$ cat src/rtl/seven_seg_pkg.sv
// seven_seg_pkg: shared constants for the multiplexed 7-segment display path.
//   - Active-low segment patterns {g,f,e,d,c,b,a} for BCD 0..9, blank and dash.
//   - View select encodings (which four time digits are shown).
//   - Edit field encodings (which field blinks while editing).
//   - Digit index that carries the colon dot.
package seven_seg_pkg;

  localparam logic [6:0] SEG_0     = 7'b1000000;
  localparam logic [6:0] SEG_1     = 7'b1111001;
  localparam logic [6:0] SEG_2     = 7'b0100100;
  localparam logic [6:0] SEG_3     = 7'b0110000;
  localparam logic [6:0] SEG_4     = 7'b0011001;
  localparam logic [6:0] SEG_5     = 7'b0010010;
  localparam logic [6:0] SEG_6     = 7'b0000010;
  localparam logic [6:0] SEG_7     = 7'b1111000;
  localparam logic [6:0] SEG_8     = 7'b0000000;
  localparam logic [6:0] SEG_9     = 7'b0010000;
  localparam logic [6:0] SEG_BLANK = 7'b1111111;
  localparam logic [6:0] SEG_DASH  = 7'b0111111;

  localparam logic VIEW_HHMM = 1'b0;
  localparam logic VIEW_MMSS = 1'b1;

  localparam logic FIELD_MIN  = 1'b0;
  localparam logic FIELD_HOUR = 1'b1;

  localparam logic [1:0] COLON_IDX = 2'd2;

endpackage

$ cat src/rtl/bcd_to_seg.sv
// bcd_to_seg: combinational BCD to active-low 7-segment decoder.
// Ports:
//   bcd  in  4  digit value; 10..15 are not valid BCD and show a dash
//   seg  out 7  {g,f,e,d,c,b,a}, active low
module bcd_to_seg (
  input  logic [3:0] bcd,
  output logic [6:0] seg
);
  import seven_seg_pkg::*;

  always_comb begin
    seg = SEG_DASH;
    case (bcd)
      4'd0:    seg = SEG_0;
      4'd1:    seg = SEG_1;
      4'd2:    seg = SEG_2;
      4'd3:    seg = SEG_3;
      4'd4:    seg = SEG_4;
      4'd5:    seg = SEG_5;
      4'd6:    seg = SEG_6;
      4'd7:    seg = SEG_7;
      4'd8:    seg = SEG_8;
      4'd9:    seg = SEG_9;
      default: seg = SEG_DASH;
    endcase
  end

endmodule

$ cat src/rtl/seven_seg_scanner.sv
// seven_seg_scanner: drives a 4-digit common-anode multiplexed 7-segment
// display from the six BCD digits of the time-keeping block.
// Optional build macro: SEVEN_SEG_LZ_BLANK_EN -- when defined, the leftmost
// digit is blanked while it holds 0 (leading-zero suppression).
// Ports:
//   clk        in   1  system clock
//   rst        in   1  synchronous active-high reset
//   h2,h1      in   4  hour tens/ones (BCD)
//   m2,m1      in   4  minute tens/ones (BCD)
//   s2,s1      in   4  second tens/ones (BCD)
//   view       in   1  0 = HH:MM, 1 = MM:SS
//   edit_en    in   1  edit mode; selected field blinks
//   pos        in   1  edited field: 0 = minutes, 1 = hours
//   alarm_hit  in   1  alarm match; colon flashes at the blink rate
//   an         out  4  anode enables, active low, an[3] = leftmost digit
//   seg        out  7  {g,f,e,d,c,b,a}, active low
//   dp         out  1  decimal point (colon), active low
// All outputs are registered: they reflect the digit index and inputs
// sampled on the previous clock edge.
module seven_seg_scanner #(
  parameter int CLK_HZ     = 100_000_000,
  parameter int REFRESH_HZ = 1000,
  parameter int BLINK_HZ   = 2
) (
  input  logic       clk,
  input  logic       rst,
  input  logic [3:0] h2,
  input  logic [3:0] h1,
  input  logic [3:0] m2,
  input  logic [3:0] m1,
  input  logic [3:0] s2,
  input  logic [3:0] s1,
  input  logic       view,
  input  logic       edit_en,
  input  logic       pos,
  input  logic       alarm_hit,
  output logic [3:0] an,
  output logic [6:0] seg,
  output logic       dp
);
  import seven_seg_pkg::*;

  localparam int REFRESH_TC = CLK_HZ / REFRESH_HZ;
  localparam int BLINK_TC   = CLK_HZ / (2 * BLINK_HZ);
  localparam int RCW        = $clog2(REFRESH_TC);
  localparam int BCW        = $clog2(BLINK_TC);

  if (REFRESH_TC < 2) begin : g_bad_refresh
    $error("seven_seg_scanner: CLK_HZ/REFRESH_HZ must be >= 2");
  end
  if (BLINK_TC < 2) begin : g_bad_blink
    $error("seven_seg_scanner: CLK_HZ/(2*BLINK_HZ) must be >= 2");
  end

  localparam logic [RCW-1:0] REFRESH_LAST = RCW'(REFRESH_TC - 1);
  localparam logic [BCW-1:0] BLINK_LAST   = BCW'(BLINK_TC - 1);

  logic [RCW-1:0] refresh_cnt;
  logic [BCW-1:0] blink_cnt;
  logic [1:0]     idx;
  logic           blink_phase;

  logic [3:0] digit;
  logic [6:0] digit_seg;
  logic       blink_blank;
  logic       lz_blank;
  logic       blank;

  // Digit routing: idx 3 is leftmost. The upper pair (idx 3,2) holds hours
  // in HH:MM and minutes in MM:SS; the lower pair follows one field down.
  always_comb begin
    digit = 4'd0;
    if (view == VIEW_HHMM) begin
      case (idx)
        2'd3:    digit = h2;
        2'd2:    digit = h1;
        2'd1:    digit = m2;
        default: digit = m1;
      endcase
    end else begin
      case (idx)
        2'd3:    digit = m2;
        2'd2:    digit = m1;
        2'd1:    digit = s2;
        default: digit = s1;
      endcase
    end
  end

  bcd_to_seg u_dec (
    .bcd (digit),
    .seg (digit_seg)
  );

  // A digit blinks when it belongs to the edited field. In MM:SS the hours
  // are off screen, so pos=hours matches nothing there.
  always_comb begin
    blink_blank = 1'b0;
    if (edit_en && blink_phase) begin
      if (view == VIEW_HHMM)
        blink_blank = idx[1] ? (pos == FIELD_HOUR) : (pos == FIELD_MIN);
      else
        blink_blank = idx[1] && (pos == FIELD_MIN);
    end
  end

`ifdef SEVEN_SEG_LZ_BLANK_EN
  assign lz_blank = (idx == 2'd3) && (digit == 4'd0);
`else
  assign lz_blank = 1'b0;
`endif

  assign blank = blink_blank || lz_blank;

  always_ff @(posedge clk) begin
    if (rst) begin
      refresh_cnt <= '0;
      blink_cnt   <= '0;
      idx         <= 2'd0;
      blink_phase <= 1'b0;
      an          <= 4'b1111;
      seg         <= SEG_BLANK;
      dp          <= 1'b1;
    end else begin
      if (refresh_cnt == REFRESH_LAST) begin
        refresh_cnt <= '0;
        idx         <= idx + 2'd1;
      end else begin
        refresh_cnt <= refresh_cnt + RCW'(1);
      end

      if (blink_cnt == BLINK_LAST) begin
        blink_cnt   <= '0;
        blink_phase <= ~blink_phase;
      end else begin
        blink_cnt <= blink_cnt + BCW'(1);
      end

      if (blank) begin
        an  <= 4'b1111;
        seg <= SEG_BLANK;
        dp  <= 1'b1;
      end else begin
        an  <= ~(4'b0001 << idx);
        seg <= digit_seg;
        // Colon is lit on its digit, except during the off half of an alarm flash.
        dp  <= ~((idx == COLON_IDX) && !(alarm_hit && blink_phase));
      end
    end
  end

endmodule

$ cat config.mk
export PLATFORM = sky130hd
export DESIGN_NAME = seven_seg_scanner
export DESIGN_NICKNAME = d
export VERILOG_FILES = /design/src/rtl/seven_seg_pkg.sv /design/src/rtl/bcd_to_seg.sv /design/src/rtl/seven_seg_scanner.sv
export SDC_FILE = /design/constraint.sdc
export NUM_CORES = 1
export LEC_CHECK = 0
export ABC_CLOCK_PERIOD_IN_PS = 4200
export BUFFER_PORTS_ARGS = -buffer_cell sky130_fd_sc_hd__buf_4
export CAP_MARGIN = 25
export CORE_UTILIZATION = 35
export DETAILED_ROUTE_END_ITERATION = 8
export PLACE_DENSITY_LB_ADDON = 0.15
export RECOVER_POWER = 50
export SLEW_MARGIN = 20
export SYNTH_ARGS = -nofsm -noshare
export SYNTH_HDL_FRONTEND = slang
export SYNTH_SLANG_ARGS = --single-unit
$ cat constraint.sdc
create_clock -name clk -period 4.2 [get_ports clk]
set_input_delay 0.84 -clock clk [delete_from_list [all_inputs] [get_ports clk]]
set_output_delay 0.84 -clock clk [all_outputs]
set_load 0.1 [all_outputs]
==> results_dict.tcl <==
set metrics [dict create \
    met2WireLength_mm 2.44 \
    root_buffer "clkbuf_8" \
    rows 32 \
    max-vdd-ir-drop_v 0.000141 \
    drv_slew 0 \
    clkPwrFrac_pct 41.2 \
    place_inst 442 \
    postCtsResizedCells 0 \
    syn_inst 313 \
    internal_power_uw 872 \
    hold_buffers 0 \
    cp-end-kind "register" \
    synth-main-ff-cell "dfxtp_1" \
    fin_skew_ns 0.00913 \
    nets 392 \
    htree_levels 3 \
    synth_top_area_share_pct 39.5 \
    wl_met3_um 300 \
    routedWlPerCell_um 12.3 \
    syn-cell-area_um2 2890 \
    p_switching_uw 306 \
    outcome "finished clean" \
    timing.fmax_mhz 383 \
    switching_share_pct 26.0 \
    maxSlewHeadroom_pct 21.8 \
    syn_to_final_growth_pct 14.6 \
    setup_violations 0 \
    whs_ns 0.462 \
    synth_nets 354 \
    globalRouteTotalUtil_pct 13.9 \
    die_w_um 92.8 \
    grt_antenna_before_repair 0 \
    die_area_um2 8610 \
    finalCriticalPeriod_ns 2.61 \
    gp_congestion 0.799 \
    period_share_pct 62.2 \
    numCtsBuffers 9 \
    cts.clk_slew.worst_paths_ns 0.06 \
    pin_count 42 \
    placeableCoreArea_um2 7850 \
    finalHoldViolCount 0 \
    drt_iter0_markers 85 \
    grt.overflow.total 0 \
    utilization_pct 42.1 \
    initial_core_util_pct 36.8 \
    layout_setup_ws_ns 1.59 \
    routed_via_density 4.84 \
    num_vias 2207 \
    num-fill-cells 820 \
    pwr_density_cell_nw_per_um2 356 \
    p_seq_share_pct 47.5 \
    antenna_cells 0 \
    critPathLaunchType "register" \
    grt_pass1_wl_mm 9.38 \
    synthTopCellsByCount "dfxtp_1 (57), nor2_1 (49), xor2_1 (26)" \
    dp_hpwl_mm 3.93 \
    cts_tree "built" \
    max_stage_delay_ns 0.75 \
    tns_ns 0 \
    post_cts_buffers 0 \
    first_pass_iters 4 \
    insertion_delay_ns 0.33 \
    crit_chain "ha_1 -> and4_1 -> nand2_2 -> nor4_1 -> or2_0 -> nor2_1" \
    die_y_um 92.8 \
    cts_buffer_depth 2 \
    yosysMostFrequentCell "dfxtp_1" \
    synth_edf_count 0 \
    cp_slowest_cell "or2_0" \
    synth_area_leaders "dfxtp_1 (40%), xor2_1 (7.9%), nor2_1 (6.4%)" \
    layout-drive-gt1-share_pct 15.3 \
    max-cap-violations 0 \
    grt_pass1_vias 2093 \
    drt.antenna.violating_nets 0 \
    drc 0 \
    p_comb_share_pct 11.2 \
    rsz0062_at_grt "false" \
    yosysUniqueCellTypes 50 \
    synth-seq-cells 57 \
    layout.cells.non_filler 456 \
    yosys_warnings 0 \
    cp.arrival_ns 2.79 \
    critPathKind "reg -> reg" \
    yosysTopAreaCell "dfxtp_1" \
    syn_area_per_cell_um2 9.22 \
    min-delay-path-class "reg -> reg" \
    wl_met1_mm 2.78 \
    grt_max_degree 25 \
    cts.sinks 57 \
    ys_seq_area_share_pct 39.5 \
    p_leak_uw 0.00131 \
    dpl_worst_slack_ns 1.74 \
    tightest_slew_ns 1.18 \
    drt-total-wl_mm 5.59 \
    path_max_fanout 16 \
    critPathRequiredTime_ns 4.38 \
    routed.top_layer "met4" \
    io_buffers 41 \
    synthArstFlopShare_pct 0 \
]
[worst paths after layout]
path              cells after the start  slack [ns]                      start                        end
setup / recovery                      6        1.59  refresh_cnt[0]$_SDFF_PP0_  refresh_cnt[3]$_SDFF_PP0_
hold / removal                        1        0.46  refresh_cnt[0]$_SDFF_PP0_  refresh_cnt[0]$_SDFF_PP0_
setup reg to reg                      6        1.59  refresh_cnt[0]$_SDFF_PP0_  refresh_cnt[3]$_SDFF_PP0_
hold reg to reg                       1        0.46  refresh_cnt[0]$_SDFF_PP0_  refresh_cnt[0]$_SDFF_PP0_
[registers in the layout, summed over array words and instances, names as in the netlist]
name         flops
dp               1
blink_phase      1
blink_cnt       25
refresh_cnt     17
seg              7
idx              2
an               4
[cell families (layout without fill, tap and decap cells)]
group | after synthesis | in the layout | share of synthesized area, %
simple gates | 139 | 139 | 26.6
xor+xnor | 40 | 40 | 12.1
flops | 57 | 57 | 39.5
compound gates | 36 | 36 | 9.93
mux | 3 | 3 | 1.08
buf+inv | 27 | 68 | 5.90
fa+ha+maj | 11 | 11 | 4.77
[routing by layer]
| metal | vias up | track usage (%) |
|---|---|---|
| met5 | - | 0 |
| met4 | 0 | 5.38 |
| met3 | 5 | 5.25 |
| met2 | 49 | 22.0 |
| met1 | 997 | 17.0 |
| li1 | 1156 | - |
[area by class of cell]
class / instances / area, µm² / share of cell area (%)
repair buffers: 42 / 267 / 8.06
flip-flops and latches: 57 / 1140 / 34.5
well taps: 102 / 128 / 3.86
inverters: 12 / 45.0 / 1.36
clock buffers: 10 / 138 / 4.16
multi-input cells: 229 / 1540 / 46.7
clock inverters: 4 / 45.0 / 1.36
[power by group through the flow]
stage	registers (µW)	clock network [µW]	logic (µW)
6_report	560	486	132
5_1_grt	561	531	144
4_1_cts	560	513	141
3_5_place_dp	572	0	140
3_3_place_gp	572	0	140
2_1_floorplan	624	0	47.5
[critical path, delay by kind of cell (launching register included)]
family | cells | cell delay, ns
AND/OR/NAND/NOR | 5 | 1.88
flip-flops | 1 | 0.37
adder cells (fa/ha/maj) | 1 | 0.22
[layout by cell type (no fill, tap or decap), types with 8 or more instances in the layout]
cell,netlist,routed
ha_1,11,11
nand3_1,22,22
dfxtp_1,57,57
a21oi_1,8,8
xnor2_1,14,14
and3_1,9,9
nor2_1,49,49
inv_1,12,12
clkbuf_8,0,10
buf_4,3,28
nand4_1,8,8
xor2_1,26,26
nand2_1,20,20
clkbuf_1,1,13
[metrics by stage]
stage	area, µm²	total power [µW]
3_5_place_dp	3200	712
6_report	3310	1180
2_1_floorplan	2890	671
3_3_place_gp	3200	712
5_1_grt	3310	1240
4_1_cts	3390	1210
(Power assumes the default switching activity.)
